**src/rtl/pwm_multi.sv**
```systemverilog
// pwm_multi -- multi-channel PWM peripheral on the simple CPU slave bus.
//
// One shared period counter drives CHANNELS compare outputs, each with its
// own polarity. PERIOD and COMP are double-buffered: the CPU writes a shadow
// copy and the active copy picks it up at period wrap (or continuously while
// the block is disabled), so a running waveform never sees a torn period.
//
// Register map (word address bAddr):
//   0      CTRL    [0]=EN, [1]=IRQ enable (PWM_IRQ_EN only), [8+CHANNELS-1:8]=POL
//   1      PERIOD  [WIDTH-1:0] shadow
//   2      STATUS  RO [WIDTH-1:0]=cnt, [31]=wrap flag (PWM_IRQ_EN only, W1C)
//   4+i    COMP[i] [WIDTH-1:0] shadow
//   other  reads 0, writes ignored
//
// Ports:
//   clk        system clock, rising edge
//   rst        asynchronous active-low reset
//   bSel       peripheral select
//   bWrite     write strobe, qualified by bSel
//   bAddr      word address
//   bWData     write data
//   bRData     combinational read data (0 when not selected)
//   pwmOutput  registered PWM outputs
//   irq        period-wrap interrupt (present only when PWM_IRQ_EN is defined)
//
// Optional feature macro: PWM_IRQ_EN (wrap flag, IRQ enable and irq port).
module pwm_multi #(
   parameter int CHANNELS = 4,
   parameter int WIDTH    = 8,
   parameter int ADDR_W   = 4
) (
   input  logic                clk,
   input  logic                rst,
   input  logic                bSel,
   input  logic                bWrite,
   input  logic [ADDR_W-1:0]   bAddr,
   input  logic [31:0]         bWData,
   output logic [31:0]         bRData,
   output logic [CHANNELS-1:0] pwmOutput
`ifdef PWM_IRQ_EN
   ,
   output logic                irq
`endif
);

   localparam logic [ADDR_W-1:0] ADDR_CTRL   = ADDR_W'(0);
   localparam logic [ADDR_W-1:0] ADDR_PERIOD = ADDR_W'(1);
   localparam logic [ADDR_W-1:0] ADDR_STATUS = ADDR_W'(2);

   logic                              en;
   logic [CHANNELS-1:0]               pol;
   logic [WIDTH-1:0]                  perShadow, perAct, cnt;
   logic [CHANNELS-1:0][WIDTH-1:0]    compShadow, compAct;
   logic                              wr, wrap, loadAct;
   logic [CHANNELS-1:0]               wrComp;

   assign wr      = bSel & bWrite;
   assign wrap    = en & (cnt == perAct);
   // Actives track shadows continuously while disabled so that enabling
   // starts straight away with the programmed values.
   assign loadAct = wrap | ~en;

   for (genvar g = 0; g < CHANNELS; g++) begin : gComp
      assign wrComp[g] = wr & (bAddr == ADDR_W'(4 + g));
   end

   // Bits of the write bus that no register stores.
   logic unusedWData;
   assign unusedWData = ^bWData;

   // Programming registers (CTRL and shadow copies)
   always_ff @(posedge clk or negedge rst) begin
      if (!rst) begin
         en         <= 1'b0;
         pol        <= '0;
         perShadow  <= '1;
         compShadow <= '0;
      end else begin
         if (wr && bAddr == ADDR_CTRL) begin
            en  <= bWData[0];
            pol <= bWData[8 +: CHANNELS];
         end
         if (wr && bAddr == ADDR_PERIOD) perShadow <= bWData[WIDTH-1:0];
         for (int i = 0; i < CHANNELS; i++)
            if (wrComp[i]) compShadow[i] <= bWData[WIDTH-1:0];
      end
   end

   // Counter, active copies and outputs. A shadow written on the wrap edge
   // is not seen here until the following wrap, since the load samples the
   // pre-edge shadow.
   always_ff @(posedge clk or negedge rst) begin
      if (!rst) begin
         perAct    <= '1;
         compAct   <= '0;
         cnt       <= '0;
         pwmOutput <= '0;
      end else begin
         if (loadAct) begin
            perAct  <= perShadow;
            compAct <= compShadow;
         end
         cnt <= loadAct ? '0 : cnt + 1'b1;
         for (int i = 0; i < CHANNELS; i++)
            pwmOutput[i] <= (en & (cnt < compAct[i])) ^ pol[i];
      end
   end

`ifdef PWM_IRQ_EN
   logic irqEn, flag;

   // Wrap sets the flag; writing STATUS with bit31 clears it; set wins.
   always_ff @(posedge clk or negedge rst) begin
      if (!rst) begin
         irqEn <= 1'b0;
         flag  <= 1'b0;
      end else begin
         if (wr && bAddr == ADDR_CTRL) irqEn <= bWData[1];
         if (wrap)                                           flag <= 1'b1;
         else if (wr && bAddr == ADDR_STATUS && bWData[31])  flag <= 1'b0;
      end
   end

   assign irq = flag & irqEn;
`endif

   // Combinational read mux; PERIOD/COMP return shadows.
   always_comb begin
      bRData = '0;
      if (bSel) begin
         if (bAddr == ADDR_CTRL) begin
            bRData[0]             = en;
            bRData[8 +: CHANNELS] = pol;
`ifdef PWM_IRQ_EN
            bRData[1]             = irqEn;
`endif
         end
         if (bAddr == ADDR_PERIOD) bRData[WIDTH-1:0] = perShadow;
         if (bAddr == ADDR_STATUS) begin
            bRData[WIDTH-1:0] = cnt;
`ifdef PWM_IRQ_EN
            bRData[31]        = flag;
`endif
         end
         for (int i = 0; i < CHANNELS; i++)
            if (bAddr == ADDR_W'(4 + i)) bRData[WIDTH-1:0] = compShadow[i];
      end
   end

endmodule

```
**config.mk**
```make
export PLATFORM = sky130hd
export DESIGN_NAME = pwm_multi
export DESIGN_NICKNAME = d
export VERILOG_FILES = /design/src/rtl/pwm_multi.sv
export SDC_FILE = /design/constraint.sdc
export NUM_CORES = 1
export LEC_CHECK = 0
export ABC_AREA = 1
export ABC_CLOCK_PERIOD_IN_PS = 4200
export CAP_MARGIN = 20
export CORE_MARGIN = 3
export CORE_UTILIZATION = 45
export CTS_CLUSTER_DIAMETER = 50
export DETAILED_ROUTE_END_ITERATION = 6
export PLACE_DENSITY = 0.68
export SLEW_MARGIN = 40
export SYNTH_ARGS = -nofsm -noshare
export SYNTH_HDL_FRONTEND = slang
export SYNTH_SLANG_ARGS = --single-unit
```
**constraint.sdc**
```tcl
create_clock -name clk -period 4.2 [get_ports clk]
set_clock_uncertainty 0.15 [all_clocks]
set_input_delay 1.26 -clock clk [delete_from_list [all_inputs] [get_ports clk]]
set_output_delay 1.26 -clock clk [all_outputs]
set_load 0.05 [all_outputs]
```
==> results.tsv <==
stage	metric	value	unit
run_status	status	complete, no violations	
power_and_ir_drop	Power Density	480	nW/um2
clock_tree	CTS tree	done	
worst_setup_path	CP max-delay cell	dlygate4sd2_1	
finish	multi-input logic area	2520	um2
worst_setup_path	startpoint types	input port	
finish	area delta synth->final	17.8	%
worst_setup_path	WP buf/inv	3	
clock_tree	CTS buffer count	9	
clock_tree	root cell of the clock tree	clkbuf_16	
floorplan	die width	116	um
yosys	Seq/Total Area, Yosys	0.452	
timing	Worst-Margin Slew	652	ps
floorplan	core area	11600	um2
finish	share of post-route cells with drive strength above 1	0.169	
finish	Final Net Count	758	
timing	RSZ-0062 raised after global routing	false	
worst_setup_path	CP Max Fanout	4	
yosys	Post-Syn Instances	646	
floorplan	die area	13400	um2
yosys	number of synthesized register bits	97	
power_and_ir_drop	Power, Total	3.06	mW
clock_tree	CTS Sinks	97	
finish	Reg area	2450	um2
yosys	top_reg_cell synth	dfrtp_1	
worst_setup_path	Worst Path Arrival	2670	ps
place	PortBufs	35	
yosys	Post-synth EDFFs	0	
timing	max frequency	245	MHz
floorplan	die height	116	um
drt	WL per Instance	15.7	um
yosys	area leader, netlist	dfrtp_1	
floorplan	initial core utilization	0.468	
power_and_ir_drop	Pleak	3.17	nW
worst_setup_path	Crit path largest cell delay	330	ps
clock_tree	Reg clk slew, reported paths	60	ps
finish	Finished Layout Cells	837	
timing	minimum clock period	4080	ps
finish	Fillers	1069	
drt	Via density	5.29	
timing	Final Setup Violations	0	
drt	DR vias	4429	
timing	Rel. slew slack	0.565	
yosys	post-synth top area share	0.375	
clock_tree	Max H-tree Level	3	
timing	final slew viol count	0	
flow_run	Max Cap Violations	0	
yosys	Avg Inst Size Synth	8.37	um2
place	placed cell count	818	
yosys	Mapped Area	5410	um2
timing	hold violation count in the final report	0	
yosys	Yosys cell types	35	
finish	antenna cells	0	
worst_setup_path	CP cell instances	dlygate4sd2_1 > inv_2 > nor2_2 > nand3_1 > nand3_1 > a21oi_1 > a21oi_2 > buf_12	
yosys	Ys Warns	0	
clock_tree	Skew-Pair Late Insertion Delay	350	ps
place	routability cong.	0.830	
clock_tree	CTS Buffer Depth	2	
place	dpl hpwl	8860	um
global_routing	vias in the first global route	4186	
global_routing	initial antenna violation count	0	
worst_setup_path	crit-path most repeated cell	nand3_1	
worst_setup_path	WS Path Type	in -> out	
yosys	Synth async-reset ratio	1.00	
drt	DRC Markers	0	
worst_setup_path	Worst setup EP type	output port	
drt	drt pass-1 iters	5	
global_routing	GRT overflow	0	
worst_setup_path	CP required	2790	ps
drt	DRT iter0 DRCs	298	
drt	Detailed Route WL	13100	um
floorplan	# rows	39	
drt	Routed Antenna Nets	0	
timing	setup tns final	0	ps
floorplan	I/O pin count	76	
power_and_ir_drop	VDD IR max	200	uV
hold_path	Hold Path Class	reg -> reg	
timing	Tcrit/Tclk final	0.972	
global_routing	first-pass GRT wire length	21200	um
yosys	Synth area leaders	dfrtp_1 37%, nand2_1 13%, dfstp_2 7.8%	
global_routing	gr usage total	0.208	
worst_setup_path	CP top delay family	buffers and inverters	
global_routing	largest net degree at the start of global routing	53	
[final cells by class]
type                            count  area share
Clock buffer                       13      0.0393
Clock inverter                      3      0.0102
Inverter                           62      0.0377
Multi-Input combinational cell    463       0.395
Sequential cell                    97       0.384
Tap cell                          143      0.0281
Timing Repair Buffer               56       0.105
[Yosys cell counts, types with 2 or more instances]
library cell    n
nand3_2         2
clkbuf_1        5
xor2_1          2
inv_1          56
dfrtp_1        81
o21ai_1         9
nor2_1         27
nand4_1         6
nand3_1        80
inv_2           5
o21ai_0        16
ha_1           29
dfstp_2        16
buf_6           9
nand2_1       182
a21oi_1        37
xnor2_1         8
o21ai_2        24
buf_4          22
nor2_4          3
buf_2           6
nor3_1          2
o21a_1          4
nand2_4         4
[report_power, final]
group | switching, mW | internal, mW
registers | 0.141 | 1.17
clock network | 0.343 | 0.538
logic | 0.576 | 0.292
[routing by layer]
| metal | track usage | vias to the layer above | part of all wire | wire length [um] |
|---|---|---|---|---|
| met3 | 0.0334 | 20 | 0.070 | 914 |
| met4 | 0.0789 | 0 | 0.019 | 254 |
| met1 | 0.294 | 2097 | 0.46 | 6040 |
| li1 | - | 2150 | - | - |
| met2 | 0.323 | 162 | 0.45 | 5900 |
| met5 | 0 | - | 0 | 0 |
[state kept, by name, summed over array words and instances, names as in the netlist]
name	flops
cnt	8
compAct	32
compShadow	32
en	1
perAct	8
perShadow	8
pol	4
pwmOutput	4
[cells by family (layout without fill, tap and decap cells)]
family	Yosys count	after routing	synth area share
other	1	20	0.000693
AND/OR/NAND/NOR	311	312	0.256
buffers and inverters	106	134	0.103
flip-flops	97	97	0.452
adder cells (fa/ha/maj)	29	29	0.0671
XOR/XNOR	10	10	0.0162
AO/OA/AOI/OAI	92	92	0.105
[through the flow]
| step | area [um2] | hold slack [ps] | utilization | setup WS (ps) |
|---|---|---|---|---|
| after floorplan | 5480 | 292 | - | 82.8 |
| after global placement | 5980 | 304 | 0.517 | -65.2 |
| after detailed placement | 5980 | 311 | 0.517 | -122 |
| after CTS | 6370 | 328 | 0.551 | 114 |
| after global routing | 6370 | 347 | 0.551 | 60.4 |
| final | 6370 | 323 | 0.551 | 117 |
[path summary, 6_finish.rpt]
check	from	to	slack, ps	depth (start not counted)
min in group asynchronous	rst	cnt[6]	790	1
worst min-delay path	perShadow[5]	perAct[5]	320	2
worst max register to register	cnt[5]	compAct[10]	1780	7
max in group asynchronous	rst	perShadow[2]	2370	2
worst max-delay path	bAddr[0]	bRData[4]	120	8
worst min register to register	perShadow[5]	perAct[5]	320	2
[cell usage in the layout (no fill, tap or decap), types with 9 or more instances in the layout]
master           Yosys  layout
nand2_1            182     181
dfrtp_1             81      81
nand3_1             80      80
inv_1               56      56
a21oi_1             37      29
ha_1                29      29
nor2_1              27      26
o21ai_2             24      24
conb_1               1      20
clkdlybuf4s50_1      0      17
buf_4               22      16
dfstp_2             16      16
buf_12               0      15
o21ai_0             16      14
o21ai_1              9      11
clkbuf_16            0       9
[worst reg2reg max path, stage by stage, from the launching register on]
cell and delay (ps):
dfrtp_1 640, xnor2_1 180, nand2_1 70, nor2_1 200, nand2_4 320, nand2_4 560
nand2_1 150, nand2_1 90
[what timing repair did]
item                       4_1_cts  5_1_grt
hold buffers                     0        0
setup buffers                    1        0
hold endpoints to repair         0        0
pin swaps                        4        0
gates cloned                     2        0
resized for setup               22        1
setup endpoints to repair        8        1
Power figures use the tool's default switching activity.
